## config.mk

```make
export PLATFORM = sky130hd
export DESIGN_NAME = pc_unit
export DESIGN_NICKNAME = d
export VERILOG_FILES = /design/src/rtl/pc_unit_pkg.sv /design/src/rtl/pc_ras.sv /design/src/rtl/pc_unit.sv
export SDC_FILE = /design/constraint.sdc
export NUM_CORES = 1
export LEC_CHECK = 0
export ABC_AREA = 0
export BUFFER_PORTS_ARGS = -buffer_cell sky130_fd_sc_hd__buf_2
export CAP_MARGIN = 20
export CORE_MARGIN = 5
export CORE_UTILIZATION = 35
export DETAILED_ROUTE_END_ITERATION = 6
export GPL_TIMING_DRIVEN = 0
export HOLD_SLACK_MARGIN = 0.03
export PLACE_DENSITY = 0.55
export SYNTH_ARGS = -nofsm -noshare
export SYNTH_HDL_FRONTEND = slang
export SYNTH_HIERARCHICAL = 1
export SYNTH_SLANG_ARGS = --single-unit
```

## constraint.sdc

```tcl
create_clock -name clk -period 3.4 [get_ports clk]
set_input_delay 0.34 -clock clk [delete_from_list [all_inputs] [get_ports clk]]
set_output_delay 0.34 -clock clk [all_outputs]
set_load 0.02 [all_outputs]
```

## src/rtl/pc_unit_pkg.sv

```systemverilog
// Shared next-PC mode codes and default vectors for the program counter unit.
package pc_unit_pkg;

  // Next-PC selection modes driven by the decoder.
  typedef enum logic [1:0] {
    PC_ADDR_NORMAL = 2'b00,
    PC_ADDR_BRANCH = 2'b01,
    PC_ADDR_JUMP   = 2'b10,
    PC_ADDR_RETURN = 2'b11
  } pc_inc_e;

  // Fetch target used when an exception is taken.
  localparam logic [31:0] DEFAULT_EXC_VECTOR = 32'h0000_0040;

endpackage

```

## src/rtl/pc_ras.sv

```systemverilog
// Circular return-address stack: the newest entry overwrites the oldest when full.
module pc_ras
  import pc_unit_pkg::*;
#(
  parameter int ADDR_W    = 32,
  parameter int RAS_DEPTH = 4
) (
  input  logic              clk,
  input  logic              clr_n,
  input  logic              push,
  input  logic              pop,
  input  logic [ADDR_W-1:0] push_data,
  output logic [ADDR_W-1:0] top_data,
  output logic              empty,
  output logic              overflow
);

  localparam int PTR_W = $clog2(RAS_DEPTH);
  localparam int CNT_W = PTR_W + 1;
  localparam logic [CNT_W-1:0] FULL_CNT = CNT_W'(RAS_DEPTH);

  logic [ADDR_W-1:0] mem_q [RAS_DEPTH];
  logic [PTR_W-1:0]  ptr_q, ptr_d, ptr_inc;
  logic [CNT_W-1:0]  cnt_q, cnt_d;
  logic              ovf_q, ovf_d;

  assign ptr_inc  = ptr_q + 1'b1;
  assign top_data = mem_q[ptr_q];
  assign empty    = (cnt_q == '0);
  assign overflow = ovf_q;

  // Pointer/count/overflow update: push saturates the count, pop unwinds it.
  always_comb begin
    ptr_d = ptr_q;
    cnt_d = cnt_q;
    ovf_d = ovf_q;
    if (push) begin
      ptr_d = ptr_inc;
      if (cnt_q == FULL_CNT) begin
        ovf_d = 1'b1;
      end else begin
        cnt_d = cnt_q + 1'b1;
      end
    end else if (pop) begin
      ptr_d = ptr_q - 1'b1;
      cnt_d = cnt_q - 1'b1;
    end
  end

  // Stack state and storage; a push writes the slot the pointer advances onto.
  always_ff @(negedge clk or negedge clr_n) begin
    if (!clr_n) begin
      ptr_q <= '0;
      cnt_q <= '0;
      ovf_q <= 1'b0;
      for (int i = 0; i < RAS_DEPTH; i++) begin
        mem_q[i] <= '0;
      end
    end else begin
      ptr_q <= ptr_d;
      cnt_q <= cnt_d;
      ovf_q <= ovf_d;
      if (push) begin
        mem_q[ptr_inc] <= push_data;
      end
    end
  end

endmodule

```

## src/rtl/pc_unit.sv

```systemverilog
// Program counter with reset vector, stall, exception/ERET redirect and a return-address stack.
module pc_unit
  import pc_unit_pkg::*;
#(
  parameter int                ADDR_W     = 32,
  parameter logic [ADDR_W-1:0] RESET_PC   = '0,
  parameter logic [ADDR_W-1:0] EXC_VECTOR = ADDR_W'(DEFAULT_EXC_VECTOR),
  parameter int                RAS_DEPTH  = 4
) (
  input  logic              clk,
  input  logic              clr_n,
  input  logic              stall,
  input  logic [1:0]        pc_inc_type,
  input  logic              branch_taken,
  input  logic [ADDR_W-1:0] branch_offset,
  input  logic [ADDR_W-1:0] abs_addr,
  input  logic              is_call,
  input  logic              exc_req,
  input  logic              eret,
  output logic [ADDR_W-1:0] current_pc,
  output logic [ADDR_W-1:0] epc,
  output logic              ras_empty,
  output logic              ras_overflow
);

  logic [ADDR_W-1:0] pc_q, pc_d;
  logic [ADDR_W-1:0] epc_q, epc_d;
  logic [ADDR_W-1:0] pc_plus1;
  logic [ADDR_W-1:0] ras_top;
  logic              ras_push, ras_pop;

  assign pc_plus1   = pc_q + 1'b1;
  assign current_pc = pc_q;
  assign epc        = epc_q;

  pc_ras #(
    .ADDR_W   (ADDR_W),
    .RAS_DEPTH(RAS_DEPTH)
  ) u_ras (
    .clk      (clk),
    .clr_n    (clr_n),
    .push     (ras_push),
    .pop      (ras_pop),
    .push_data(pc_plus1),
    .top_data (ras_top),
    .empty    (ras_empty),
    .overflow (ras_overflow)
  );

  // Next-PC selection: exception beats ERET beats stall beats the normal modes.
  always_comb begin
    pc_d     = pc_q;
    epc_d    = epc_q;
    ras_push = 1'b0;
    ras_pop  = 1'b0;
    if (exc_req) begin
      epc_d = pc_q;
      pc_d  = EXC_VECTOR;
    end else if (eret) begin
      pc_d = epc_q;
    end else if (!stall) begin
      case (pc_inc_e'(pc_inc_type))
        PC_ADDR_NORMAL: pc_d = pc_plus1;
        PC_ADDR_BRANCH: pc_d = branch_taken ? (pc_plus1 + branch_offset) : pc_plus1;
        PC_ADDR_JUMP: begin
          pc_d     = abs_addr;
          ras_push = is_call;
        end
        PC_ADDR_RETURN: begin
          if (!ras_empty) begin
            pc_d    = ras_top;
            ras_pop = 1'b1;
          end else begin
            pc_d = abs_addr;
          end
        end
      endcase
    end
  end

  // PC and EPC registers, updated on the falling edge.
  always_ff @(negedge clk or negedge clr_n) begin
    if (!clr_n) begin
      pc_q  <= RESET_PC;
      epc_q <= '0;
    end else begin
      pc_q  <= pc_d;
      epc_q <= epc_d;
    end
  end

endmodule

```

* After elaboration in Yosys (flattened, before gate mapping)
Cells that the tools add are included.
Word-level totals: bits in registers 198, input bits 73, logic and storage cells 58
Cells by class: $add $sub $neg 6, order comparisons 3, equality and inequality tests 6, multiplexer cells 26, bitwise gates (word level) 2, reduce and logical (&&, ||, !) cells 6
Operator list (number):
- 2-to-1 mux 32 bit | 8
- bitwise mux 128 bit | 1
- case mux 32 bit (4 select lines) | 1
- binary-select mux 32 bit (select 2 bit) | 1
- demux 32 bit (select 2 bit) | 1
- adder 32 x 1 -> 32 bit (second input constant) | 1
- adder 32 bit | 1
- 2-to-1 mux 1 bit | 9
- 2-to-1 mux 3 bit | 3
- >= comparator 3 bit (second input constant) | 2
- NOT 2 -> 3 bit | 2
- == test 2 bit (second input constant) | 2
- 2-to-1 mux 2 bit | 2
- AND reduction 2 bit | 2
- adder 3 x 1 -> 3 bit (second input constant) | 1
- == test 3 bit (second input constant) | 1
- logical NOT 3 bit | 1
- less-than comparator 3 x 1 -> 1 bit (second input constant) | 1
- != test 3 x 1 -> 1 bit (second input constant) | 1
- subtractor 3 x 1 -> 3 bit (second input constant) | 1
- adder 2 x 1 -> 2 bit (second input constant) | 1
- == test 2 x 1 -> 1 bit (second input constant) | 1
- logical NOT 2 bit | 1
- != test 2 bit (second input constant) | 1
- other kinds (3) | 3

* Depth between registers and ports, before layout
Gate-level depths: netlist of run 1.
word-level depth 9, depth in mapped cells 17

* Modules after synthesis
Netlist of run 1, hierarchy kept.
Modules (own cells, without submodules):
- pc_unit | times used 1, cells each 804, area an instance 6352.3 sq um, sequential area each 1601.5 sq um
- pc_ras | times used 1, cells each 348, area an instance 6118.4 sq um, sequential area each 3353.2 sq um

==> results.ini, run 1 <==
[outcome]
outcome=complete, but fails checks
violations=setup timing

[power_and_ir_drop]
vdd_drop_max_mv=0.374
finalPower_uw=7460
p_leak_uw=0.00778
power_density_mw_per_mm2=451

[detailed_routing]
drc=0
dr.pass1.iters=7
vias_per_cell=5.69
ant_nets=0
post_drt_wl_per_cell_um=24.4
wl_um=45300
via_count=10561
drt_iter0_markers=695

[synthesis]
synthCells=1152
syn_nets=1271
synth_largest_area_cell=dfrtn_1
syn_area_mm2=0.0125
synth-async-reset-ratio_pct=100
synth_commonest_cells=dfrtn_1, mux2_2, nand2_1
synth.most_common_cell=dfrtn_1
synth_edf_count=0
synth_flop_cell=dfrtn_1
post_synth.cell_area_avg_um2=10.8
yosysUniqueCellTypes=78
ys_ff_latch=198
synth_seq_area_share_pct=39.7
yosys_warnings=6
netlist_top_cells_area=dfrtn_1, mux2_2, mux4_2
synth.top_cell.area_share_pct=39.7

[critical_path]
arrival_ns=2.59
crit_fanout=4
end_kind=flop
required_ns=2.14
r2r_start=current_pc[6]
crit_path_start=branch_offset[0]
cp-start-kind=primary input
worst-setup-path-type=in2reg

[cells_and_area]
area_growth_pct=32.7
design_area_mm2=0.0165
num_antenna_cells=0
drive_gt1_share_pct=46.8
final_cells=1856
fin_nets=1501
fillers=3263

[floorplanning]
die_h_um=199
io_pins=139
die_w_um=199
rows=69
dieArea_mm2=0.0395
core_mm2=0.0354
initial_utilization_pct=35.2

[sta]
fin_skew_ns=0.0113
max_slew_margin_pct=37.4
rsz0062_at_grt=yes
maxSlewViolCount=0
finalHoldWorstSlack_ns=0.423
setup_viol=115
layout_setup_ws_ns=-0.451
worstMarginPinSlew_ns=0.932
hold_violations=0

[clocking]
cts_buffers=17
cts_tree=yes
clkSinkCount=198
cts-root-buf=clkbuf_16
clk_pin_slew_worst_paths_ns=0.06
clk_path_buf_depth=2
clk_latency_ns=0.42
htreeDepth=4

[grt]
antenna_found_initial=2
grt_pass1_vias=10565
grt_pass1_wl_um=67100
grt_overflow=0
grt_max_degree=119
grtUsageTotal_pct=22.6

[placed_design]
dp_hpwl_um=33000
post-place-cells=1750
portBuffers=136
gp_congestion=0.990
place_area_mm2=0.0141

[hold_path]
hold_start=u_ras/overflow
hp-class=reg2reg

[flow_run]
maxCapViolCount=0

==> per-stage QoR <==
| stage | TNS [ns] | setup slack [ns] | util, % |
|---|---|---|---|
| 2_1_floorplan | -31.20 | -0.561 | - |
| 3_3_place_gp | -725.07 | -3.09 | 39.7 |
| 3_5_place_dp | -116.49 | -1.21 | 39.8 |
| 4_1_cts | -9.74 | -0.463 | 45.6 |
| 5_1_grt | -18.70 | -0.513 | 46.7 |
| 6_report | -11.73 | -0.451 | 46.7 |
==> cells in the final DEF, fill, tap and decap left out, types with 15 or more instances in the layout <==
cell type,instances
ha_4,19
clkbuf_16,18
dfrtn_1,198
a21oi_2,15
o21ai_1,18
buf_6,31
mux2_4,31
buf_2,135
mux4_2,28
nand2_1,105
mux2_2,130
inv_1,17
a21o_1,21
a21oi_1,54
o21ai_0,33
nor2_1,56
buf_4,63
ha_1,21
nand3_1,28
==> power breakdown <==
group | leakage (uW) | switching, uW | internal, uW
Clock | 0.000295 | 1070 | 1070
Sequential | 0.00271 | 192 | 2580
Combinational | 0.00478 | 1430 | 1110
==> logic make-up (layout without fill, tap and decap cells) <==
family	after synthesis	in the layout	synth area share, %
AND/OR/NAND/NOR	303	303	11.5
adder cells (fa/ha/maj)	46	46	4.74
buffers and inverters	87	330	4.10
flip-flops	198	198	39.7
XOR/XNOR	54	54	3.85
multiplexers	200	200	21.9
AO/OA/AOI/OAI	264	264	14.1
==> registers in the layout (all words and copies together) (netlist names) <==
| signal | count |
|---|---|
| u_ras/cnt_q | 3 |
| epc | 32 |
| u_ras/overflow | 1 |
| u_ras/mem_q | 128 |
| u_ras/ptr_q | 2 |
| current_pc | 32 |
==> cell type report <==
cell class              instances  area [um^2]  area share [%]
plain buffers                  61          552            3.34
clock buffers                  19          443            2.68
clock inverters                13          158           0.953
inverters                      20         81.3           0.492
multi-input cells             867         8260            49.9
flip-flops and latches        198         4950            30.0
well taps                     461          577            3.49
repair buffers                217         1520            9.16
==> what timing repair did <==
action,CTS,global route
setup buffers,63,18
hold buffers,0,0
gates resized for setup,186,74
gates cloned,3,0
pin swaps,86,54
endpoints found under the setup margin,165,157
==> worst max-delay path, cell delays in order <==
cell,delay (ns)
buf_8,0.08
ha_4,0.13
inv_2,0.03
fa_2,0.36
nor2b_4,0.13
o31a_1,0.22
o211ai_4,0.15
a21oi_4,0.24
nor4_2,0.08
a211oi_2,0.28
mux2_4,0.34
a211oi_2,0.21
==> final timing paths <==
| check | endpoint | slack [ns] | cells past startpoint |
|---|---|---|---|
| hold / removal | u_ras/overflow | 0.42 | 1 |
| setup reg to reg | current_pc[26] | -0.41 | 17 |
| setup / recovery | current_pc[30] | -0.45 | 12 |
| min in group asynchronous | u_ras/mem_q[35] | 1.49 | 1 |
| max in group asynchronous | epc[28] | 0.83 | 2 |
| hold reg to reg | u_ras/overflow | 0.42 | 1 |
==> per-layer routing <==
layer / track usage (%) / vias up / share of wire, %
li1: - / 4748 / -
met1: 31.5 / 5367 / 44
met2: 36.3 / 378 / 48
met3: 3.64 / 64 / 6.0
met4: 7.04 / 4 / 2.2
met5: 0 / - / 0.051
No activity file was read; power rests on OpenSTA's default activity.
==> run 2, diff against run 1 <==
--- a/config.mk
+++ b/config.mk
@@ -9,11 +9,11 @@
 export BUFFER_PORTS_ARGS = -buffer_cell sky130_fd_sc_hd__buf_2
 export CAP_MARGIN = 20
 export CORE_MARGIN = 5
-export CORE_UTILIZATION = 35
+export CORE_UTILIZATION = 40
 export DETAILED_ROUTE_END_ITERATION = 6
 export GPL_TIMING_DRIVEN = 0
 export HOLD_SLACK_MARGIN = 0.03
-export PLACE_DENSITY = 0.55
+export PLACE_DENSITY = 0.61
 export SYNTH_ARGS = -nofsm -noshare
 export SYNTH_HDL_FRONTEND = slang
 export SYNTH_HIERARCHICAL = 1
==> results.ini, run 2 (synthesized netlist as in run 1, its figures left out) <==
[clocking]
cts-root-buf=clkbuf_16  ; unchanged
cts_tree=yes  ; unchanged
clk_path_buf_depth=2  ; unchanged
clk_pin_slew_worst_paths_ns=0.06  ; about the same
clk_latency_ns=0.42  ; about the same
cts_buffers=17  ; unchanged
htreeDepth=4  ; unchanged
clkSinkCount=198  ; unchanged

[detailed_routing]
wl_um=44000  ; was 45,300 um
dr.pass1.iters=7  ; unchanged
vias_per_cell=5.95  ; was 5.69
post_drt_wl_per_cell_um=24.5  ; was 24.4 um
ant_nets=0  ; unchanged
drc=4  ; was 0
drt_iter0_markers=910  ; was 695
via_count=10693  ; was 10,561

[grt]
grt_pass1_vias=10788  ; was 10,565
grt_max_degree=109  ; was 119
grt_overflow=0  ; unchanged
grt_pass1_wl_um=66900  ; was 67,100 um
grtUsageTotal_pct=24.6  ; was 22.6%
antenna_found_initial=1  ; was 2

[cells_and_area]
area_growth_pct=31.2  ; was 32.7%
drive_gt1_share_pct=46.1  ; was 46.8%
num_antenna_cells=0  ; unchanged
largest_reg_flops=128  ; unchanged
layout_commonest_cell=dfrtn_1  ; unchanged
fin_nets=1508  ; was 1,501
regMostFlops=u_ras/mem_q  ; unchanged
design_area_mm2=0.0164  ; was 0.0165 mm^2
final_cell_mix=dfrtn_1, buf_2, mux2_2, nand2_1, buf_4  ; unchanged

[sta]
maxSlewViolCount=0  ; unchanged
hold_violations=0  ; unchanged
setup_viol=46  ; was 115
fin_skew_ns=0.0125  ; was 0.0113 ns
worstMarginPinSlew_ns=0.885  ; was 0.932 ns
layout_setup_ws_ns=-0.490  ; was -0.451 ns
max_slew_margin_pct=40.6  ; was 37.4%
rsz0062_at_grt=yes  ; unchanged

[floorplanning]
rows=64  ; was 69
dieArea_mm2=0.0348  ; was 0.0395 mm^2
die_h_um=187  ; was 199 um
die_w_um=187  ; was 199 um
io_pins=139  ; unchanged
initial_utilization_pct=40.7  ; was 35.2%
core_mm2=0.0307  ; was 0.0354 mm^2

[flow_run]
maxCapViolCount=0  ; unchanged

[hold_path]
hp-class=reg2reg  ; unchanged

[critical_path]
required_ns=1.96  ; was 2.14 ns
cp-start-kind=primary input  ; unchanged
arrival_ns=2.45  ; was 2.59 ns
worst-path-stages=13  ; was 12
end_kind=flop  ; unchanged
path_cells=buf_8 -> ha_4 -> inv_2 -> fa_2 -> nor2b_4 -> o31a_1 -> o211ai_4 -> a21oi_4 -> nor4_2 -> a211oi_2 -> buf_4 -> mux2i_1 -> a211oi_2  ; was buf_8 -> ha_4 -> inv_2 -> fa_2 -> nor2b_4 -> o31a_1 -> o211ai_4 -> a21oi_4 -> nor4_2 -> a211oi_2 -> mux2_4 -> a211oi_2
worst-setup-path-type=in2reg  ; unchanged
crit_path_end=current_pc[30]  ; unchanged
cp_top_family=compound AO/OA/AOI/OAI gates  ; unchanged
crit_path_start=branch_offset[0]  ; unchanged
critical_path.slowest_cell=fa_2  ; unchanged
r2r_setup_slack_ns=-0.37  ; was -0.41 ns
crit_fanout=4  ; unchanged
reg2reg_depth=16  ; was 17
cp_num_buf_inv=3  ; was 2
r2r_start=current_pc[0]  ; was current_pc[6]
reg2reg_to=current_pc[25]  ; was current_pc[26]
slowest_delay_ns=0.37  ; was 0.36 ns
cp_common_cell=a211oi_2  ; unchanged

[power_and_ir_drop]
power_density_mw_per_mm2=458  ; was 451 mW/mm^2
vdd_drop_max_mv=0.384  ; was 0.374 mV
p_leak_uw=0.00778  ; about the same

[placed_design]
portBuffers=136  ; unchanged
place_area_mm2=0.0140  ; was 0.0141 mm^2
gp_congestion=0.928  ; was 0.990
place_worst_setup_slack_ns=-1.27  ; was -1.21 ns
dp_hpwl_um=31600  ; was 33,000 um

[outcome]
outcome=complete, but fails checks  ; unchanged
violations=DRC, setup timing  ; was setup timing

[run 2: cell count changes in the layout (fill, tap and decap cells not counted), sizes merged]
cell | previous run | this run
buf | 253 | 256
clkbuf | 44 | 47
bufinv | 1 | 2
clkinvlp | 1 | 2
inv | 27 | 26
[run 2: cell type report]
class,count,area [um^2]
multi-input combinational,867,8150
tap,396,495
clock buffer,18,439
clock inverter,14,186
buffer,62,513
timing repair buffer,223,1550
sequential,198,4950
fill,2672,14300
inverter,20,81.3
[run 2: report_power, final]
part           switching (uW)  internal, uW
Sequential                183          2580
Clock                    1070          1150
Combinational            1410          1110
[run 2: how the worst min path moves through the flow]
stage                     from               to  slack [ns]  cells past startpoint
2_1_floorplan  u_ras/mem_q[63]  u_ras/mem_q[63]        0.43                      1
3_3_place_gp    u_ras/overflow   u_ras/overflow        0.42                      1
3_5_place_dp    u_ras/overflow   u_ras/overflow        0.43                      1
4_1_cts         u_ras/overflow   u_ras/overflow        0.43                      1
5_1_grt        u_ras/mem_q[27]  u_ras/mem_q[27]        0.46                      1
6_report        u_ras/overflow   u_ras/overflow        0.42                      1
[run 2: repair_timing]
action | 4_1_cts | 5_1_grt
hold buffers | 0 | 0
pin swaps | 69 | 49
endpoints found under the setup margin | 164 | 149
gates cloned | 3 | 0
gates resized for setup | 149 | 80
setup buffers | 64 | 22
hold endpoints to repair | 0 | 0
[run 2: layer usage]
layer	wire length, um	vias to the layer above	global-route usage (%)
li1	-	4750	-
met1	18500	5358	34.2
met2	20500	489	39.1
met3	3420	94	4.28
met4	1540	2	8.69
met5	7	-	0
[run 2: metrics by stage]
stage | TNS, ns | hold WS, ns | total power, uW | std cells | util [%]
2_1_floorplan | -31.20 | 0.431 | 4280 | 1152 | -
3_3_place_gp | -695.87 | 0.416 | 4940 | 1684 | 45.5
3_5_place_dp | -115.98 | 0.426 | 4980 | 1685 | 45.7
4_1_cts | -9.39 | 0.429 | 7390 | 1780 | 52.0
5_1_grt | -13.30 | 0.457 | 7810 | 1798 | 53.3
6_report | -9.95 | 0.422 | 7500 | 1798 | 53.3
==> run 3, diff against run 2 <==
--- a/config.mk
+++ b/config.mk
@@ -6,7 +6,7 @@
 export NUM_CORES = 1
 export LEC_CHECK = 0
 export ABC_AREA = 0
-export BUFFER_PORTS_ARGS = -buffer_cell sky130_fd_sc_hd__buf_2
+export BUFFER_PORTS_ARGS = -buffer_cell sky130_fd_sc_hd__buf_4
 export CAP_MARGIN = 20
 export CORE_MARGIN = 5
 export CORE_UTILIZATION = 40
==> results.ini, run 3 (synthesized netlist as in run 1, its figures left out) <==
[cells_and_area]
final_cell_mix=buf_4, dfrtn_1, mux2_2, nand2_1, a21oi_1  ; was dfrtn_1, buf_2, mux2_2, nand2_1, buf_4
final_core_util_pct=56.4  ; was 53.3%
regMostFlops=u_ras/mem_q  ; unchanged
largest_reg_flops=128  ; unchanged
area_growth_pct=38.7  ; was 31.2%
fin_nets=1532  ; was 1,508
layout_commonest_cell=buf_4  ; was dfrtn_1
design_area_mm2=0.0173  ; was 0.0164 mm^2
drive_gt1_share_pct=49.4  ; was 46.1%

[placed_design]
place_area_mm2=0.0143  ; was 0.0140 mm^2
place_worst_setup_slack_ns=-1.29  ; was -1.27 ns
portBuffers=136  ; unchanged
gp_congestion=0.925  ; was 0.928
dp_hpwl_um=32100  ; was 31,600 um

[critical_path]
cp-start-kind=primary input  ; unchanged
required_ns=1.96  ; about the same
worst-setup-path-type=in2reg  ; unchanged
end_kind=flop  ; unchanged
arrival_ns=2.44  ; was 2.45 ns
crit_fanout=3  ; was 4
r2r_setup_slack_ns=-0.40  ; was -0.37 ns

[sta]
maxSlewViolCount=0  ; unchanged
hold_violations=0  ; unchanged
fin_skew_ns=0.0227  ; was 0.0125 ns
rsz0062_at_grt=yes  ; unchanged
worstMarginPinSlew_ns=0.872  ; was 0.885 ns
setup_viol=154  ; was 46
max_slew_margin_pct=41.4  ; was 40.6%
layout_setup_ws_ns=-0.486  ; was -0.490 ns

[power_and_ir_drop]
p_sw_uw=2800  ; was 2660 uW
power_frac_comb_pct=34.9  ; was 33.6%
switching_share_pct=36.8  ; was 35.5%
p_int_uw=4820  ; was 4840 uW
p_leak_uw=0.00806  ; was 0.00778 uW
seq_power_share_pct=36.5  ; was 36.9%
vdd_drop_max_mv=0.367  ; was 0.384 mV
power_density_mw_per_mm2=441  ; was 458 mW/mm^2
clockPowerShare_pct=28.6  ; was 29.6%

[detailed_routing]
post_drt_wl_per_cell_um=24.9  ; was 24.5 um
via_count=10828  ; was 10,693
drt_iter0_markers=1030  ; was 910
drc=5  ; was 4
dr.pass1.iters=7  ; unchanged
wl_um=45400  ; was 44,000 um
ant_nets=0  ; unchanged
vias_per_cell=5.94  ; was 5.95

[clocking]
cts-root-buf=clkbuf_16  ; unchanged
clk_latency_ns=0.42  ; about the same
hold_buffers=0  ; unchanged
clkSinkCount=198  ; unchanged
cts_buffers=17  ; unchanged
cts_tree=yes  ; unchanged
htreeDepth=4  ; unchanged
clk_pin_slew_worst_paths_ns=0.06  ; about the same
clk_path_buf_depth=2  ; unchanged

[grt]
antenna_found_initial=2  ; was 1
grt_pass1_vias=10821  ; was 10,788
grt_overflow=0  ; unchanged
grtUsageTotal_pct=24.7  ; was 24.6%
grt_pass1_wl_um=66900  ; unchanged
grt_max_degree=107  ; was 109

[floorplanning]
die_h_um=187  ; unchanged
rows=64  ; unchanged
core_mm2=0.0307  ; unchanged
die_w_um=187  ; unchanged
dieArea_mm2=0.0348  ; unchanged
io_pins=139  ; unchanged
initial_utilization_pct=40.7  ; unchanged

[hold_path]
hp-class=reg2reg  ; unchanged

[flow_run]
maxCapViolCount=0  ; unchanged

[outcome]
outcome=complete, but fails checks  ; unchanged
violations=DRC, setup timing  ; unchanged

run 3: changes by cell type in the layout (fill, tap and decap cells not counted), moves of 5 or more:
| cell | delta |
|---|---|
| buf_4 | +144 |
| buf_2 | -123 |
| buf_12 | +10 |
| buf_6 | -8 |
| ha_1 | -6 |
| clkbuf_1 | -5 |
run 3: stage by stage:
| step | cells | TNS, ns | total power [uW] | hold slack [ns] |
|---|---|---|---|---|
| 6_report | 1823 | -13.89 | 7620 | 0.437 |
| 5_1_grt | 1822 | -19.23 | 7930 | 0.445 |
| 4_1_cts | 1782 | -10.65 | 7430 | 0.437 |
| 3_5_place_dp | 1685 | -114.06 | 5050 | 0.423 |
| 3_3_place_gp | 1684 | -309.84 | 5010 | 0.439 |
| 2_1_floorplan | 1152 | -31.20 | 4280 | 0.431 |
run 3: what timing repair did:
item	CTS	global route
pin swaps	81	84
buffers inserted	66	45
setup endpoints to repair	157	158
gates resized for setup	156	146
gates cloned	3	4
run 3: layout make-up:
| class | count | area [um^2] |
|---|---|---|
| diodes | 1 | 2.50 |
| plain buffers | 59 | 582 |
| clock buffers | 18 | 439 |
| clock inverters | 14 | 178 |
| fillers | 2563 | 13400 |
| inverters | 20 | 81.3 |
| multi-input cells | 867 | 8420 |
| flip-flops and latches | 198 | 4950 |
| well taps | 396 | 495 |
| repair buffers | 250 | 2150 |
run 3: worst paths after layout:
| kind | startpoint | end | cells past startpoint |
|---|---|---|---|
| hold / removal | u_ras/overflow | u_ras/overflow | 1 |
| max in group asynchronous | clr_n | current_pc[30] | 2 |
| min in group asynchronous | clr_n | u_ras/mem_q[99] | 1 |
| setup / recovery | branch_offset[0] | current_pc[24] | 13 |
| setup reg to reg | current_pc[7] | current_pc[30] | 16 |
| hold reg to reg | u_ras/overflow | u_ras/overflow | 1 |
run 3: power groups by stage:
stage / logic (uW) / clock network (uW) / registers, uW
floorplan: 1440 / 0 / 2840
global placement: 2220 / 0 / 2800
detailed placement: 2240 / 0 / 2810
CTS: 2450 / 2200 / 2780
global route: 2830 / 2300 / 2810
finish: 2660 / 2180 / 2780
run 3: routing by layer:
metal  wire length [um]  vias to the layer above  part of all wire (%)  track usage (%)
met3               3240                       87                   7.1             4.33
met2              21400                      491                    47             38.9
met1              19400                     5445                    43             34.6
met4               1350                        4                   3.0             8.46
li1                   -                     4801                     -                -
met5                 38                        -                 0.084                0
run 3: critical path: stages:
cell      delay, ns
buf_8          0.08
ha_4           0.13
inv_2          0.04
fa_2           0.36
nor2b_4        0.12
o31a_1         0.22
o211ai_4       0.13
buf_6          0.15
a211oi_4       0.26
nor2_2         0.08
a31oi_1        0.23
xnor2_1        0.20
o21ai_1        0.09
